**src/rtl/uart_tx_arbiter.sv**
```systemverilog
// Round-robin scheduler sharing one UART transmitter among NUM_REQ byte producers,
// with per-client packet lock and a busy-timeout for an unresponsive transmitter.
module uart_tx_arbiter #(
  parameter int unsigned NUM_REQ      = 4,
  parameter int unsigned DATA_WIDTH   = 8,
  parameter int unsigned BUSY_TIMEOUT = 15
) (
  input  logic                            clock,
  input  logic                            reset,
  input  logic [NUM_REQ-1:0]              req,
  input  logic [NUM_REQ-1:0]              req_lock,
  input  logic [NUM_REQ*DATA_WIDTH-1:0]   req_data,
  input  logic                            tx_busy,
  output logic [DATA_WIDTH-1:0]           tx_data,
  output logic                            tx_data_valid,
  output logic [NUM_REQ-1:0]              grant,
  output logic [$clog2(NUM_REQ)-1:0]      owner,
  output logic                            active,
  output logic                            timeout_err
);

  localparam int unsigned OW = $clog2(NUM_REQ);
  localparam int unsigned CW = 8;
  localparam logic [OW-1:0] OWNER_RST   = OW'(NUM_REQ - 1);
  localparam logic [CW:0]   TIMEOUT_LIM = (CW+1)'(BUSY_TIMEOUT);

  typedef enum logic [1:0] {
    S_IDLE,
    S_WAIT_BUSY,
    S_WAIT_DONE
  } state_e;

  state_e                  state_q, state_d;
  logic [DATA_WIDTH-1:0]   tx_data_q, tx_data_d;
  logic                    valid_q, valid_d;
  logic [NUM_REQ-1:0]      grant_q, grant_d;
  logic [OW-1:0]           owner_q, owner_d;
  logic                    active_q, active_d;
  logic                    timeout_q, timeout_d;
  logic                    lock_valid_q, lock_valid_d;
  logic [CW-1:0]           cnt_q, cnt_d;

  logic [OW-1:0]           rr_sel;
  logic                    rr_hit;
  logic [OW-1:0]           cand;
  logic                    lock_hold;
  logic [OW-1:0]           sel;
  logic                    elig;

  // Round-robin search from owner+1; iterating downward leaves the nearest hit in rr_sel.
  always_comb begin
    rr_sel = owner_q;
    rr_hit = 1'b0;
    cand   = '0;
    for (int i = int'(NUM_REQ); i >= 1; i--) begin
      cand = OW'((int'(owner_q) + i) % int'(NUM_REQ));
      if (req[cand]) begin
        rr_sel = cand;
        rr_hit = 1'b1;
      end
    end
  end

  // A held lock bypasses the search; other clients wait even if the owner is not requesting.
  always_comb begin
    lock_hold = lock_valid_q && req_lock[owner_q];
    sel       = lock_hold ? owner_q : rr_sel;
    elig      = lock_hold ? req[owner_q] : rr_hit;
  end

  always_comb begin
    state_d      = state_q;
    tx_data_d    = tx_data_q;
    valid_d      = 1'b0;
    grant_d      = '0;
    owner_d      = owner_q;
    lock_valid_d = lock_valid_q;
    cnt_d        = cnt_q;
    timeout_d    = 1'b0;

    unique case (state_q)
      S_IDLE: begin
        if (!req_lock[owner_q]) begin
          lock_valid_d = 1'b0;
        end
        if (!tx_busy && elig) begin
          tx_data_d    = req_data[sel*DATA_WIDTH +: DATA_WIDTH];
          valid_d      = 1'b1;
          grant_d      = NUM_REQ'(1) << sel;
          owner_d      = sel;
          lock_valid_d = 1'b1;
          cnt_d        = '0;
          state_d      = S_WAIT_BUSY;
        end
      end
      S_WAIT_BUSY: begin
        if (cnt_q != '1) begin
          cnt_d = cnt_q + CW'(1);
        end
        // Busy rising on the timeout cycle takes priority over the error.
        if (tx_busy) begin
          state_d = S_WAIT_DONE;
        end else if (({1'b0, cnt_q} + (CW+1)'(1)) >= TIMEOUT_LIM) begin
          state_d   = S_IDLE;
          timeout_d = 1'b1;
        end
      end
      S_WAIT_DONE: begin
        if (!tx_busy) begin
          state_d = S_IDLE;
        end
      end
      default: begin
        state_d = S_IDLE;
      end
    endcase

    active_d = (state_d != S_IDLE);
  end

  always_ff @(posedge clock) begin
    if (reset) begin
      state_q      <= S_IDLE;
      tx_data_q    <= '0;
      valid_q      <= 1'b0;
      grant_q      <= '0;
      owner_q      <= OWNER_RST;
      active_q     <= 1'b0;
      timeout_q    <= 1'b0;
      lock_valid_q <= 1'b0;
      cnt_q        <= '0;
    end else begin
      state_q      <= state_d;
      tx_data_q    <= tx_data_d;
      valid_q      <= valid_d;
      grant_q      <= grant_d;
      owner_q      <= owner_d;
      active_q     <= active_d;
      timeout_q    <= timeout_d;
      lock_valid_q <= lock_valid_d;
      cnt_q        <= cnt_d;
    end
  end

  assign tx_data       = tx_data_q;
  assign tx_data_valid = valid_q;
  assign grant         = grant_q;
  assign owner         = owner_q;
  assign active        = active_q;
  assign timeout_err   = timeout_q;

endmodule

```
**config.mk**
```make
export PLATFORM = sky130hd
export DESIGN_NAME = uart_tx_arbiter
export DESIGN_NICKNAME = d
export VERILOG_FILES = /design/src/rtl/uart_tx_arbiter.sv
export SDC_FILE = /design/constraint.sdc
export NUM_CORES = 1
export LEC_CHECK = 0
export ABC_AREA = 0
export BUFFER_PORTS_ARGS = -buffer_cell sky130_fd_sc_hd__buf_4
export CORE_AREA = 2 2 64 66
export CTS_CLUSTER_DIAMETER = 100
export DETAILED_ROUTE_END_ITERATION = 8
export DIE_AREA = 0 0 66 68
export GPL_TIMING_DRIVEN = 0
export HOLD_SLACK_MARGIN = 0.02
export PLACE_DENSITY_LB_ADDON = 0.12
export SLEW_MARGIN = 20
export SYNTH_ARGS = -nofsm -noshare
export SYNTH_HDL_FRONTEND = slang
export SYNTH_SLANG_ARGS = --single-unit
```
**constraint.sdc**
```tcl
create_clock -name clock -period 2.8 [get_ports clock]
set_clock_uncertainty 0.05 [all_clocks]
set_input_delay 0.14 -clock clock [delete_from_list [all_inputs] [get_ports clock]]
set_output_delay 0.14 -clock clock [all_outputs]
set_load 0.03 [all_outputs]
```
**Word-level counts from Yosys, hierarchy flattened**

Index checks and enable logic that the tools add are counted.

- Register bits: 28
- Input bits: 43
- Output and inout bits: 17

- Add/sub/neg operators: 6
- Order comparisons: 6
- Equal/unequal tests: 6
- Shifts and indexed selects: 2
- Mux-type cells: 34
- Bitwise operators: 3
- Reductions and logical operators: 12

Operators by type and width:

| kind | count |
|---|---|
| $shiftx A32 B6 Y8 | 1 |
| $mux W2 | 9 |
| $mux W8 | 2 |
| $pmux W8 S2 | 1 |
| $lt A2 B3 Y1 const B | 5 |
| $mux W1 | 15 |
| $bmux W1 S2 | 6 |
| $add A8 B1 Y9 const B | 1 |
| $ge A9 B4 Y1 const B | 1 |
| $add A8 B1 Y8 const B | 1 |
| $ne A8 B8 Y1 const B | 1 |
| $pmux W2 S3 | 1 |
| $reduce_or A3 Y1 | 2 |
| $add A2 B1 Y2 const B | 2 |
| $add A2 B2 Y2 const B | 2 |
| $ne A2 B2 Y1 const B | 2 |
| $reduce_and A2 Y1 | 2 |
| $reduce_bool A2 Y1 | 2 |
| $shl A1 B2 Y4 const A | 1 |
| $not A1 Y1 | 3 |
| $reduce_and A3 Y1 | 1 |
| $eq A2 B1 Y1 const B | 1 |
| $eq A2 B2 Y1 const B | 1 |
| $logic_and A1 B1 Y1 | 2 |
| 4 further kinds | 4 |

**Depth between registers and ports, before layout**

- Depth after elaboration: 12
- Mapped depth: 10

**Worst setup path before layout**

Ideal clock, no wire load.

- Path type: register to register
- Start: reg owner_q[0], in the netlist owner[0]
- End: reg tx_data_q[0], in the netlist tx_data[0]
- Setup time: 0.130 ns
- Data arrival time: 2.144 ns
- Required time: 2.620 ns
- Setup slack: 0.475 ns
- Cell stages (with the launch flop): 10
- Buffers on the path: 2
- Cell sequence: dfxtp_1 -> buf_6 -> mux2_4 -> nand3b_2 -> nand2_2 -> nor3_4 -> xnor2_2 -> buf_6 -> mux2i_1 -> o211ai_1

- Longest elaborated chain between the ends: 10
- Elaborated cells on any way between the ends: 30

Ends and longest elaborated chain:

| item | line | RTL |
|---|---|---|
| start: declaration | 37 | `logic [OW-1:0] owner_q, owner_d;` |
| start signal: assignment | 137 | `owner_q <= owner_d;` |
| parallel branches: the longest is 10 deep, another holds $add A2 B1 Y2 | -- |  |
| end signal: assignment | 134 | `tx_data_q <= tx_data_d;` |
| end: declaration | 34 | `logic [DATA_WIDTH-1:0] tx_data_q, tx_data_d;` |

Several ways; the timed one is not identified. The select of a mux whose other input is x is not followed.
A chain may end at the register's enable or synchronous reset.

**Final worst setup path**

- Start: reg owner_q[0], in the netlist owner[0]
- End: reg tx_data_q[5], in the netlist tx_data[5]

The elaborated chain is that of the path after synthesis.

==> metrics.md <==
| Metric | Value |
|---|---|
| Core Footprint | `0.00386 sq mm` |
| Antenna violations before repair | `0` |
| Endpoint kind of the worst setup timing path | `register` |
| Vias in the first global route | `1635` |
| Clock latency of the later-clocked register in the worst-skew pair | `270 ps` |
| Peak supply drop | `0.000331 V` |
| Post-synthesis compound-gate area fraction | `22.2%` |
| Biggest area contributors in the synthesized netlist | `sky130_fd_sc_hd__dfxtp_1 31%, sky130_fd_sc_hd__nand2_1 7.6%, sky130_fd_sc_hd__mux2i_1 7.1%` |
| Combinational family with the most area after synthesis | `simple AND/OR/NAND/NOR gates` |
| Post-CTS Hold Fix Bufs | `1` |
| Arrival @ worst endpoint | `2460 ps` |
| Count of flip-flops with a built-in enable after synthesis | `0` |
| Remaining design rule violation count | `0` |
| PortBufs | `58` |
| Worst slew slack as a fraction of its limit | `59.2%` |
| Critical-path maximum fanout | `10` |
| Overall routed net length | `4450 um` |
| Proportion of synthesized flip-flops having asynchronous set or reset | `0%` |
| Final-report max-slew violation count | `0` |
| Number of storage elements in the synthesis netlist | `28` |
| Effective utilization at floorplan | `47.2%` |
| CTS sink count | `28` |
| Final period demand of the worst path | `2350 ps` |
| Yosys synthesis warning count | `0` |
| Clock-pin slew on the worst setup and hold paths | `100 ps` |
| Portion of the clock cycle consumed by the worst path in the final layout | `83.8%` |
| Iteration-0 DRC Markers | `88` |
| Cell with the most instances after synthesis | `sky130_fd_sc_hd__nand2_1` |
| # rows | `23` |
| Setup repair after global routing missed its margin | `no` |
| TritonCTS clock tree | `done` |
| Placed cell count | `340` |
| Netlist Area Pre-Place | `0.00182 sq mm` |
| Simple-gate area share of the yosys netlist | `27.8%` |
| Pin count of the biggest net entering global routing | `17` |
| Detailed-router iteration count before antenna repair | `4` |
| Critical Path RT | `2910 ps` |
| Mapped Avg Cell Area | `7.85 sq um` |
| Sequential cell area fraction in the yosys report | `30.8%` |
| Syn-to-layout area delta | `31.8%` |
| Cell accounting for the most synthesized area | `sky130_fd_sc_hd__dfxtp_1` |
| Resized Gates After CTS | `0` |
| Final Worst Setup Slack | `452 ps` |
| Area of the die | `0.00449 sq mm` |
| Layout cells sized above 1 | `27.1%` |
| Chip Width | `66 um` |
| GPL Wtd Cong | `0.847` |
| Worst slack after detailed placement | `411 ps` |
| DR vias/cell | `5.34` |
| Result of the run | `finished, final reports clean` |
| Count of mapped cells out of synthesis | `232` |
| Detailed Place HPWL | `3430 um` |
| Number of maximum-capacitance violations | `0` |
| GRT Resource Usage Total | `19.8%` |
| CTS root buf | `sky130_fd_sc_hd__clkbuf_8` |
| Predominant post-synthesis flop cell | `sky130_fd_sc_hd__dfxtp_1` |
| Share of Yosys cell area claimed by the top area cell type | `30.8%` |
| Multiplexer share of the synthesized area | `11.3%` |
| Clk buf depth | `2` |
| Post-synthesis net count | `277` |
| Number of distinct library cells after synthesis | `51` |
| Number of diodes added for antenna fixing | `0` |
| Final count of negative-setup-slack endpoints | `0` |
| Number of top-level pins | `60` |
| First-pass GRT wire length | `7070 um` |
| Number of CTS-inserted buffers | `3` |
| Fmax | `0.426 GHz` |
| Hold Path Class | `in -> reg` |
| Number of vias in the routed layout | `1843` |
| Accumulated negative setup slack | `0 ps` |
| Wirelength per Cell | `12.9 um` |
| Number of buffers inserted to repair setup after CTS | `0` |
| Critical path launch point type | `register` |
| Overall overflow remaining after global route | `0` |
| Pin slew with the least headroom to its limit | `611 ps` |
| Area share of fa/ha/maj cells after synthesis | `1.37%` |
| Hold violation count in the final report | `0` |
| Pwr Density | `553 mW/mm^2` |
| Worst setup path category | `reg -> reg` |
| Number of nets in the finished design | `341` |
| Non-filler cells, final | `345` |
| Antenna-violating nets left | `0` |
| Power Total | `1.33 mW` |
| Commonest cells post-synth | `37 x sky130_fd_sc_hd__nand2_1, 28 x sky130_fd_sc_hd__dfxtp_1, 21 x sky130_fd_sc_hd__nor2_1` |
| LEAKAGE | `1.05 nW` |
| Die H | `68 um` |
| H-tree depth | `1` |
| Post-layout util | `62.2%` |
| Post-synthesis share of cell area spent on xor and xnor gates | `1.86%` |
## final timing paths
kind              cells past startpoint    startpoint  slack, ps    endpoint
setup / recovery                      9      owner[0]        450  tx_data[5]
hold / removal                        3  req_data[27]        100  tx_data[3]
setup reg to reg                      9      owner[0]        450  tx_data[5]
hold reg to reg                       2    tx_data[3]        430  tx_data[3]
## report_power, final
part | switching, mW | internal (mW)
Sequential | 0.0237 | 0.438
Combinational | 0.301 | 0.246
Clock | 0.127 | 0.191
Total | 0.451 | 0.876
## cells in the final DEF, fill, tap and decap left out, drive strengths merged, types with 2 or more instances in the layout
cell type,netlist,layout
buf,6,64
nand2,38,38
dfxtp,28,28
nor2,21,21
a21oi,20,20
nand2b,17,17
mux2i,13,13
clkbuf,7,10
o21ai,9,9
o211ai,7,7
nor3,7,7
inv,5,5
a311oi,5,5
a31oi,5,5
mux2,4,4
nor2b,3,3
and3,3,3
or2,2,2
o21a,2,2
o21bai,2,2
nor4,2,2
a211oi,2,2
ha,2,2
nand3b,2,2
nand3,2,2
nor3b,2,2
xnor2,2,2
## worst max-delay path: stages (launching register included)
cell                       delay [ps]
sky130_fd_sc_hd__dfxtp_1          370
sky130_fd_sc_hd__buf_6            150
sky130_fd_sc_hd__mux2_4           310
sky130_fd_sc_hd__nand3b_2         100
sky130_fd_sc_hd__nand2_2           90
sky130_fd_sc_hd__nor3_4           420
sky130_fd_sc_hd__xnor2_2          240
sky130_fd_sc_hd__buf_6            210
sky130_fd_sc_hd__mux2i_1          210
sky130_fd_sc_hd__o211ai_1          90
## routing by layer
| metal | global-route usage (%) | vias to the layer above | part of all wire [%] |
|---|---|---|---|
| met2 | 36.9 | 50 | 52 |
| met1 | 24.1 | 837 | 42 |
| li1 | - | 954 | - |
| met4 | 4.59 | 0 | 0.49 |
| met3 | 3.13 | 2 | 6.0 |
| met5 | 0 | - | 0 |
## final cells by class
class,instances,area [sq um]
Clock buffer,3,41.3
Sequential cell,28,561
Timing Repair Buffer,59,445
Clock inverter,1,30.0
Multi-Input combinational cell,186,1170
Fill cell,383,1460
Inverter,5,18.8
Tap cell,50,62.6
Buffer,13,67.6
## logic make-up (layout without fill, tap and decap cells)
family | after synthesis | after routing
AO/OA/AOI/OAI | 62 | 62
buffers and inverters | 18 | 81
AND/OR/NAND/NOR | 101 | 101
XOR/XNOR | 3 | 3
flip-flops | 28 | 28
multiplexers | 18 | 18
adder cells (fa/ha/maj) | 2 | 2
## through the flow
stage,hold WS (ps),cell area (sq um)
finish,105,2400
global route,110,2400
CTS,110,2400
detailed placement,302,2320
global placement,299,2320
floorplan,169,1820
## sequential cells by signal (all words and copies together) (netlist names)
| name | flops |
|---|---|
| cnt_q | 8 |
| tx_data | 8 |
| grant | 4 |
| owner | 2 |
| state_q | 2 |
| active | 1 |
| lock_valid_q | 1 |
| timeout_err | 1 |
| tx_data_valid | 1 |
(Power assumes the default switching activity.)
